--- config.mk ---
export PLATFORM = sky130hd
export DESIGN_NAME = sprite_compositor
export DESIGN_NICKNAME = d
export VERILOG_FILES = /design/src/rtl/sprite_pkg.sv /design/src/rtl/sprite_unit.sv /design/src/rtl/sprite_compositor.sv
export SDC_FILE = /design/constraint.sdc
export NUM_CORES = 1
export LEC_CHECK = 0
export CAP_MARGIN = 10
export CORE_ASPECT_RATIO = 1.5
export CORE_MARGIN = 5
export CORE_UTILIZATION = 40
export CTS_BUF_LIST = sky130_fd_sc_hd__clkbuf_8 sky130_fd_sc_hd__clkbuf_16
export CTS_CLUSTER_DIAMETER = 150
export DETAILED_ROUTE_END_ITERATION = 12
export PLACE_DENSITY = 0.64
export SETUP_SLACK_MARGIN = 0.1
export SYNTH_ARGS = -nofsm -noshare
export SYNTH_HDL_FRONTEND = slang
export SYNTH_SLANG_ARGS = --single-unit
--- constraint.sdc ---
create_clock -name clk -period 6.8 [get_ports clk]
set_input_delay 1.36 -clock clk [delete_from_list [all_inputs] [get_ports clk]]
set_output_delay 1.36 -clock clk [all_outputs]
set_load 0.02 [all_outputs]
--- src/rtl/sprite_pkg.sv ---
// Shared types and constants for the sprite compositor and its per-sprite units.
package sprite_pkg;

    localparam int VGA_PIPE_EXTRA = 2;

    typedef logic [11:0] color_t;
    typedef logic [10:0] hcount_t;
    typedef logic [9:0]  vcount_t;

    typedef struct packed {
        hcount_t x;
        vcount_t y;
        logic    en;
    } sprite_pos_t;

endpackage

--- src/rtl/sprite_unit.sv ---
// One sprite channel: frame-latched position, hit test, memory address
// register and the inside-bit pipe aligned with the memory read data.
module sprite_unit
    import sprite_pkg::*;
#(
    parameter int SPRITE_W    = 128,
    parameter int SPRITE_H    = 128,
    parameter int MEM_LATENCY = 2,
    parameter int LOG_W       = $clog2(SPRITE_W),
    parameter int LOG_H       = $clog2(SPRITE_H),
    parameter int ADDR_W      = LOG_W + LOG_H
) (
    input  logic              clk,
    input  logic              rst_n,
    input  logic              latch,
    input  hcount_t           hcount,
    input  vcount_t           vcount,
    input  hcount_t           pos_x,
    input  vcount_t           pos_y,
    input  logic              enable,
    output logic [ADDR_W-1:0] mem_addr,
    output logic              inside_dly
);

    sprite_pos_t          shadow_r;
    logic [11:0]          x_end_s;
    logic [10:0]          y_end_s;
    logic                 inside_s;
    logic [LOG_W-1:0]     dx_s;
    logic [LOG_H-1:0]     dy_s;
    logic [MEM_LATENCY:0] inside_pipe_r;

    // Shadow position: only updated at the frame latch so a frame never tears.
    always_ff @(posedge clk or negedge rst_n) begin
        if (!rst_n) begin
            shadow_r <= '0;
        end else if (latch) begin
            shadow_r <= {pos_x, pos_y, enable};
        end
    end

    // Hit test with one extra bit on the far edges so sprites near 2047/1023 clip
    // instead of wrapping; offsets only need the low address bits.
    always_comb begin
        x_end_s  = {1'b0, shadow_r.x} + 12'(SPRITE_W);
        y_end_s  = {1'b0, shadow_r.y} + 11'(SPRITE_H);
        inside_s = shadow_r.en
                   && (hcount >= shadow_r.x) && ({1'b0, hcount} < x_end_s)
                   && (vcount >= shadow_r.y) && ({1'b0, vcount} < y_end_s);
        dx_s     = hcount[LOG_W-1:0] - shadow_r.x[LOG_W-1:0];
        dy_s     = vcount[LOG_H-1:0] - shadow_r.y[LOG_H-1:0];
    end

    // Read address, held while the beam is outside the sprite.
    always_ff @(posedge clk or negedge rst_n) begin
        if (!rst_n) begin
            mem_addr <= '0;
        end else if (inside_s) begin
            mem_addr <= {dy_s, dx_s};
        end
    end

    // Inside bit delayed to line up with the returned pixel.
    always_ff @(posedge clk or negedge rst_n) begin
        if (!rst_n) begin
            inside_pipe_r <= '0;
        end else begin
            inside_pipe_r <= {inside_pipe_r[MEM_LATENCY-1:0], inside_s};
        end
    end

    assign inside_dly = inside_pipe_r[MEM_LATENCY];

endmodule

--- src/rtl/sprite_compositor.sv ---
// Multi-sprite compositor: per-sprite address generation, fixed-priority
// transparent compositing, matched sync delay and frame collision flag.
module sprite_compositor
    import sprite_pkg::*;
#(
    parameter int                 N_SPRITES   = 2,
    parameter int                 SPRITE_W    = 128,
    parameter int                 SPRITE_H    = 128,
    parameter int                 COLOR_W     = 12,
    parameter int                 MEM_LATENCY = 2,
    parameter bit                 KEY_EN      = 1'b1,
    parameter logic [COLOR_W-1:0] KEY_COLOR   = 12'h000,
    parameter logic [COLOR_W-1:0] BG_COLOR    = 12'h000,
    localparam int                ADDR_W      = $clog2(SPRITE_W) + $clog2(SPRITE_H)
) (
    input  logic                          clk,
    input  logic                          rst_n,
    input  logic [10:0]                   hcount_in,
    input  logic [9:0]                    vcount_in,
    input  logic                          hsync_in,
    input  logic                          vsync_in,
    input  logic                          blank_in,
    input  logic [N_SPRITES*11-1:0]       pos_x_in,
    input  logic [N_SPRITES*10-1:0]       pos_y_in,
    input  logic [N_SPRITES-1:0]          enable_in,
    output logic [N_SPRITES*ADDR_W-1:0]   mem_addr_out,
    input  logic [N_SPRITES*COLOR_W-1:0]  mem_dout_in,
    output logic [COLOR_W-1:0]            color_out,
    output logic                          hsync_out,
    output logic                          vsync_out,
    output logic                          blank_out,
    output logic [N_SPRITES-1:0]          hit_out,
    output logic                          collision_out
);

    localparam int L = MEM_LATENCY + VGA_PIPE_EXTRA;

    logic                 vsync_prev_r;
    logic                 latch_s;
    logic [N_SPRITES-1:0] inside_dly_s;
    logic [L-1:0]         hsync_pipe_r;
    logic [L-1:0]         vsync_pipe_r;
    logic [L-1:0]         blank_pipe_r;
    logic [N_SPRITES-1:0] opaque_s;
    logic [N_SPRITES-1:0] win_s;
    logic [COLOR_W-1:0]   color_s;
    logic [3:0]           n_opaque_s;
    logic                 found_s;
    logic                 stage_blank_s;
    logic                 coll_s;
    logic                 coll_acc_r;

    assign latch_s       = vsync_in & ~vsync_prev_r;
    assign stage_blank_s = blank_pipe_r[L-2];

    // Previous vsync resets high so a reset released during vsync is not an edge.
    always_ff @(posedge clk or negedge rst_n) begin
        if (!rst_n) begin
            vsync_prev_r <= 1'b1;
        end else begin
            vsync_prev_r <= vsync_in;
        end
    end

    for (genvar g = 0; g < N_SPRITES; g++) begin : g_unit
        sprite_unit #(
            .SPRITE_W   (SPRITE_W),
            .SPRITE_H   (SPRITE_H),
            .MEM_LATENCY(MEM_LATENCY),
            .ADDR_W     (ADDR_W)
        ) u_unit (
            .clk       (clk),
            .rst_n     (rst_n),
            .latch     (latch_s),
            .hcount    (hcount_in),
            .vcount    (vcount_in),
            .pos_x     (pos_x_in[g*11 +: 11]),
            .pos_y     (pos_y_in[g*10 +: 10]),
            .enable    (enable_in[g]),
            .mem_addr  (mem_addr_out[g*ADDR_W +: ADDR_W]),
            .inside_dly(inside_dly_s[g])
        );
    end

    // Timing signals delayed by the full pixel latency.
    always_ff @(posedge clk or negedge rst_n) begin
        if (!rst_n) begin
            hsync_pipe_r <= '0;
            vsync_pipe_r <= '0;
            blank_pipe_r <= '1;
        end else begin
            hsync_pipe_r <= {hsync_pipe_r[L-2:0], hsync_in};
            vsync_pipe_r <= {vsync_pipe_r[L-2:0], vsync_in};
            blank_pipe_r <= {blank_pipe_r[L-2:0], blank_in};
        end
    end

    assign hsync_out = hsync_pipe_r[L-1];
    assign vsync_out = vsync_pipe_r[L-1];
    assign blank_out = blank_pipe_r[L-1];

    // Opacity, lowest-index priority and opaque count at the compose stage.
    always_comb begin
        opaque_s   = '0;
        win_s      = '0;
        color_s    = BG_COLOR;
        n_opaque_s = 4'd0;
        found_s    = 1'b0;
        for (int i = 0; i < N_SPRITES; i++) begin
            if (inside_dly_s[i]
                && !((KEY_EN == 1'b1) && (mem_dout_in[i*COLOR_W +: COLOR_W] == KEY_COLOR))) begin
                opaque_s[i] = 1'b1;
            end else begin
                opaque_s[i] = 1'b0;
            end
            n_opaque_s = n_opaque_s + {3'b000, opaque_s[i]};
            if (opaque_s[i] && !found_s) begin
                found_s  = 1'b1;
                win_s[i] = 1'b1;
                color_s  = mem_dout_in[i*COLOR_W +: COLOR_W];
            end else begin
                win_s[i] = 1'b0;
            end
        end
        coll_s = (n_opaque_s >= 4'd2) && !stage_blank_s;
    end

    // Compose register; blanking suppresses both colour and hit flags.
    always_ff @(posedge clk or negedge rst_n) begin
        if (!rst_n) begin
            color_out <= '0;
            hit_out   <= '0;
        end else if (stage_blank_s) begin
            color_out <= '0;
            hit_out   <= '0;
        end else begin
            color_out <= color_s;
            hit_out   <= win_s;
        end
    end

    // Frame collision: publish at the latch; a hit in the latch cycle opens the new frame.
    always_ff @(posedge clk or negedge rst_n) begin
        if (!rst_n) begin
            coll_acc_r    <= 1'b0;
            collision_out <= 1'b0;
        end else if (latch_s) begin
            collision_out <= coll_acc_r;
            coll_acc_r    <= coll_s;
        end else begin
            coll_acc_r    <= coll_acc_r | coll_s;
        end
    end

endmodule

==> summary.txt, run 1 <==
CP arrival = 4.52 ns
number of placement rows = 54
largest stage delay on the critical path = 0.73 ns
Top Ports = 140
Tcrit/Tclk final = 0.631
vias per std cell = 5.03
fin area = 0.00776 sq mm
total track usage = 0.176
Yosys cell types = 54
Clock Pin Slew Worst Setup and Hold Paths = 0.08 ns
Final Max Tran Viols = 0
CP cell instances = clkdlybuf4s50_1 -> inv_1 -> ha_1 -> fa_1 -> nand2b_1 -> a21oi_1 -> nand2_1 -> a31oi_1 -> nand4b_1 -> mux2_2
first-pass GRT wire length = 23.5 mm
Peak VDD IR = 142 uV
Req. time, crit path = 7.03 ns
Max clock buf depth = 2
Final Hold Slack = 0.352 ns
Critical Path End Type = register
vias = 4533
CTS root buffer = clkbuf_16
Synth async-reset ratio = 1.00
type of the most critical hold path = register to register
largest net degree at the start of global routing = 78
ys flop type = dfrtp_1
number of synthesized flops with an enable pin = 0
GRT overflow = 0
die width = 109 um
Static Leakage = 3.55 nW
post-synth top area share = 0.437
status = finished, final reports clean
die area = 0.0172 sq mm
Worst path slowest cell = nand4b_1
fmax = 233 MHz
#FFs+latches synth = 107
DRC Markers = 0
postcts setup bufs = 0
1st-iter DRT viols = 154
number of port buffers = 139
Warnings, synthesis = 0
register area share after synthesis = 0.460
synthesized instance count = 561
Avg Inst Size Synth = 10.4 sq um
worst skew pair latency = 0.36 ns
final hold viol count = 0
max cap viols = 0
Routability Congestion = 0.878
post-route minimum period = 4.29 ns
antenna diode count = 0
post-synth net total = 719
Initial Util = 0.404
DRT Wirelength = 14.6 mm
worst path buffer plus inverter count = 2
power per cell area = 289 mW/mm^2
Final setup viols = 0
CTS tree = yes
internal reg-to-reg setup slack = 3.46 ns
core area = 0.0145 sq mm
Detailed Place HPWL = 11.7 mm
unrepaired setup endpoints after global routing = false
Worst-Margin Slew = 0.990 ns
Slew HR = 0.337
First-pass DRT Iterations = 4
die height = 158 um
area of the mapped netlist = 0.00584 sq mm
CP startpoint kind = primary input
TritonCTS Buffers = 9
post-route ant nets = 0
share of cells above drive strength 1 = 0.0851
fillers = 1317
cell family with most CP delay = simple AND/OR/NAND/NOR gates
setup TNS = 0 ns
initial antenna violation count = 0
crit path kind = primary input to register
wire per inst = 16.2 um
hold-fix buffers at CTS = 0
Syn-to-layout area delta = 32.9%
Post-CTS Resized = 0
Setup Skew = 0.0124 ns
placed cell areas = 0.00743 sq mm
Synth area leader = dfrtp_1
Max H-tree Level = 3
clk sinks = 107
crit-path max FO = 15
number of global-route vias before repair = 4671
# nets final = 858
leading post-synthesis cells by cell area = dfrtp_1 (44%), ha_1 (13%), o21ai_0 (4.6%), mux2_2 (4.2%), inv_1 (4.0%)
## registers in the layout (all words and copies together), names as in the netlist
signal	count
hsync_pipe_r	4
vsync_pipe_r	4
g_unit.u_unit.mem_addr	28
coll_acc_r	1
collision_out	1
vsync_prev_r	1
blank_pipe_r	4
g_unit.u_unit.shadow_r	44
hit_out	2
color_out	12
g_unit.u_unit.inside_pipe_r	6
## placed cells by master (no fill, tap or decap), types with 4 or more instances in the layout
master and instances:
a21o_1 10, a21oi_1 34, a22o_1 12, a31oi_1 4, buf_4 4, clkbuf_16 9, clkdlybuf4s50_1 138, dfrtp_1 102
dfstp_2 5, fa_1 4, ha_1 60, inv_1 63, mux2_2 22, mux2_4 6, mux2i_1 8, nand2_1 60
nand3_1 10, nor2_1 13, nor2b_1 9, nor4_1 6, o21ai_0 54, xnor2_1 17, xor2_1 5
## stage by stage
| step | instances | power, mW | setup WS, ns | util |
|---|---|---|---|---|
| 3_5_place_dp | 885 | 1.70 | 2.14 | 0.514 |
| 2_1_floorplan | 561 | 1.32 | 3.14 | - |
| 5_1_grt | 901 | 2.38 | 2.31 | 0.537 |
| 6_report | 901 | 2.25 | 2.51 | 0.537 |
| 3_3_place_gp | 885 | 1.68 | 2.13 | 0.514 |
| 4_1_cts | 901 | 2.28 | 2.50 | 0.537 |
## cell usage after synthesis (all sizes together) (2+ instances only)
master / instances
nor2b: 10
ha: 60
mux2i: 8
nor4: 6
a211oi: 4
o2111ai: 3
dfrtp: 102
nand3: 10
inv: 63
a21oi: 35
buf: 4
nor3: 2
dfstp: 5
a21boi: 2
mux2: 28
nand2b: 3
fa: 4
nand4: 3
and3: 3
a31oi: 4
xnor2: 17
a2111o: 2
xor2: 5
clkbuf: 10
nor2: 13
a21o: 11
nand2: 61
a22o: 12
o21ai: 55
## final cells by class
class,instances,area [sq um],area share
Clock buffer,10,239,0.0308
Clock inverter,6,93.8,0.0121
Inverter,63,236,0.0305
Multi-Input combinational cell,377,2850,0.367
Sequential cell,107,2680,0.346
Tap cell,196,245,0.0316
Timing Repair Buffer,142,1410,0.182
## worst reg2reg max path, cell delays in order, from the launching register on
cell and delay, ns:
dfrtp_1 0.42, ha_1 0.24, xnor2_1 0.18, ha_1 0.28
a21o_1 0.16, a21oi_1 0.21, a32o_1 0.18, a31oi_1 0.08
nand4b_1 0.89, mux2_2 0.59
## path summary, 6_finish.rpt
check,from,end,depth (start not counted)
min in group asynchronous,rst_n,vsync_pipe_r[0],1
min,blank_pipe_r[0],blank_pipe_r[1],0
min reg2reg,blank_pipe_r[0],blank_pipe_r[1],0
max reg2reg,g_unit[0].u_unit.shadow_r[18],g_unit[0].u_unit.mem_addr[6],9
max in group asynchronous,rst_n,g_unit[0].u_unit.shadow_r[19],2
max,hcount_in[0],g_unit[0].u_unit.mem_addr[6],10
## kinds of logic (layout without fill, tap and decap cells)
logic type                 after synthesis  after routing  share of synthesized area
xor gates and xnor gates                22             22                     0.0330
adders and majority gates               64             64                      0.142
DFF                                    107            107                      0.460
muxes                                   36             36                     0.0716
buffers and inverters                   77            221                     0.0538
AOI/OAI and AO/OA                      139            139                      0.148
and+or+nand+nor                        116            116                     0.0919
## metal layers
layer | global-route usage | share of wire
met4 | 0.0668 | 0.026
met3 | 0.0326 | 0.037
met5 | 0 | 0
met2 | 0.323 | 0.54
met1 | 0.199 | 0.40
## where the power goes
part / internal (mW) / total (mW) / switching (mW)
clock: 0.309 / 0.571 / 0.262
sequential: 0.764 / 0.840 / 0.0757
combinational: 0.418 / 0.835 / 0.417
Power figures use the tool's default switching activity.
==> run 2: changes to the inputs <==
==> constraint.sdc (replaced) <==
create_clock -name clk -period 4.2 [get_ports clk]
set_input_delay 0.84 -clock clk [delete_from_list [all_inputs] [get_ports clk]]
set_output_delay 0.84 -clock clk [all_outputs]
set_load 0.02 [all_outputs]
==> summary.txt, run 2 (synthesized netlist as in run 1, its figures left out) <==
multi-input combinational cell area = 0.00285 sq mm (unchanged)
core area = 0.0145 sq mm (unchanged)
worst r2r dst = g_unit[1].u_unit.mem_addr[1]
internal reg-to-reg setup slack = 1.45 ns (-2.01 ns)
Power, Total = 3.55 mW (+58%)
crit-path max FO = 15 (unchanged)
postcts setup bufs = 0 (unchanged)
post-route minimum period = 3.38 ns
type of the most critical hold path = register to register
power per cell area = 456 mW/mm^2 (+58%)
max cap viols = 0 (unchanged)
Max clock buf depth = 2 (unchanged)
depth of the worst register-to-register path = 10 (+1)
CTS tree = yes
Hold Path Origin = vsync_pipe_r[0]
CP arrival = 3.61 ns (-0.91 ns)
first-pass GRT wire length = 23.9 mm (+1.9%)
Tcrit/Tclk final = 0.804
Largest Register = g_unit.u_unit.shadow_r
max FFs per register = 44 (unchanged)
RR Startpoint = g_unit[1].u_unit.shadow_r[11]
Setup Skew = 0.00748 ns (-0.00492 ns)
CTS root buffer = clkbuf_16
vias per std cell = 5.03 (about the same)
Routability Congestion = 0.795 (-9.5%)
unrepaired setup endpoints after global routing = false
Max H-tree Level = 3 (unchanged)
die area = 0.0172 sq mm (unchanged)
Initial Util = 0.404 (unchanged)
TritonCTS Buffers = 9 (unchanged)
number of global-route vias before repair = 4969 (+6.4%)
number of placement rows = 54 (unchanged)
post-route ant nets = 0 (unchanged)
First-pass DRT Iterations = 5 (+1)
Final setup viols = 0 (unchanged)
Critical Path End Type = register
Clock Pin Slew Worst Setup and Hold Paths = 0.08 ns (about the same)
vias = 4575 (+0.93%)
# nets final = 866 (+0.93%)
WHS Path Cells = 0 (unchanged)
1st-iter DRT viols = 152 (-1.3%)
crit path kind = primary input to register
DRT Wirelength = 14.7 mm (+0.50%)
total track usage = 0.178 (+0.00185)
initial antenna violation count = 0 (unchanged)
Final Max Tran Viols = 0 (unchanged)
Post-CTS Resized = 0 (unchanged)
antenna diode count = 0 (unchanged)
Regs by FF count = g_unit.u_unit.shadow_r (44), g_unit.u_unit.mem_addr (28), color_out (12)
Top Ports = 140 (unchanged)
Peak VDD IR = 210 uV (+48%)
setup TNS = 0 ns (unchanged)
largest net degree at the start of global routing = 45 (-42%)
wire per inst = 16.2 um (-0.39%)
Syn-to-layout area delta = 33.3%
die height = 158 um (unchanged)
hold-fix buffers at CTS = 0 (unchanged)
commonest cells after routing, fill and taps aside = clkdlybuf4s50_1 (138), dfrtp_1 (102), inv_1 (64)
final hold viol count = 0 (unchanged)
Slew HR = 0.436 (+0.0999)
share of cells above drive strength 1 = 0.0940 (+0.00886)
most common cell after layout, fill and taps aside = clkdlybuf4s50_1
clk sinks = 107 (unchanged)
DRC Markers = 0 (unchanged)
worst skew pair latency = 0.35 ns (about the same)
Worst-Margin Slew = 0.842 ns (-0.148 ns)
GRT overflow = 0 (unchanged)
Layout Utilization = 0.539 (+0.00190)
fillers = 1328 (+0.84%)
die width = 109 um (unchanged)
fmax = 296 MHz
Detailed Place HPWL = 11.8 mm (+0.82%)
sequential cell area = 0.00268 sq mm (unchanged)
WHS Endpoint = vsync_pipe_r[1]
number of port buffers = 139 (unchanged)
Req. time, crit path = 4.44 ns (-2.59 ns)
status = finished, final reports clean
CP startpoint kind = primary input
Static Leakage = 3.58 nW (+0.64%)
[run 2: changes by cell type in the layout (fill, tap and decap cells not counted)]
cell	previous run	this run
buf_4	4	12
bufinv_16	1	0
clkbuf_8	1	0
clkinv_4	0	1
clkinvlp_4	0	1
inv_1	63	64
inv_6	1	0
[run 2: metrics by stage]
| stage | cells | setup WS [ns] | cell area (sq um) | hold WS, ns |
|---|---|---|---|---|
| finish | 909 | 0.823 | 7790 | 0.351 |
| global route | 909 | 0.677 | 7790 | 0.357 |
| CTS | 909 | 0.802 | 7790 | 0.354 |
| detailed placement | 893 | 0.440 | 7490 | 0.335 |
| global placement | 893 | 0.489 | 7490 | 0.332 |
| floorplan | 561 | 1.06 | 5840 | 0.331 |
[run 2: power breakdown]
group          internal, mW  switching (mW)
logic                 0.680           0.661
clock network         0.421           0.428
registers              1.24           0.124
total                  2.34            1.21
[run 2: worst max path at each step]
stage / slack, ns / start / cells past startpoint / endpoint
after global routing: 0.68 / hcount_in[0] / 12 / g_unit[1].u_unit.mem_addr[3]
after detailed placement: 0.44 / hcount_in[0] / 12 / g_unit[1].u_unit.mem_addr[1]
after CTS: 0.80 / hcount_in[0] / 12 / g_unit[1].u_unit.mem_addr[1]
after floorplan: 1.06 / hcount_in[0] / 12 / g_unit[1].u_unit.mem_addr[10]
after global placement: 0.49 / hcount_in[0] / 12 / g_unit[1].u_unit.mem_addr[1]
final: 0.82 / hcount_in[0] / 12 / g_unit[1].u_unit.mem_addr[1]
[run 2: layer usage]
layer,routed length (um),global-route usage
met5,0,0
met2,7930,0.334
met1,5810,0.197
met3,573,0.0314
met4,383,0.0656
[run 2: area by class of cell]
class | instances | share of cell area
clock buffers | 9 | 0.0289
inverters | 63 | 0.0304
flip-flops and latches | 107 | 0.345
multi-input cells | 377 | 0.366
well taps | 196 | 0.0315
repair buffers | 150 | 0.189
clock inverters | 7 | 0.00964
[run 2: worst max-delay path, cell delays in order]
cell and delay (ns):
clkdlybuf4s50_1 0.40, inv_1 0.09, ha_1 0.18, inv_1 0.06, fa_1 0.40, nand3_1 0.11
nand2_2 0.07, a2111o_1 0.42, a211oi_2 0.22, o2111a_1 0.20, buf_4 0.25, mux2_2 0.37
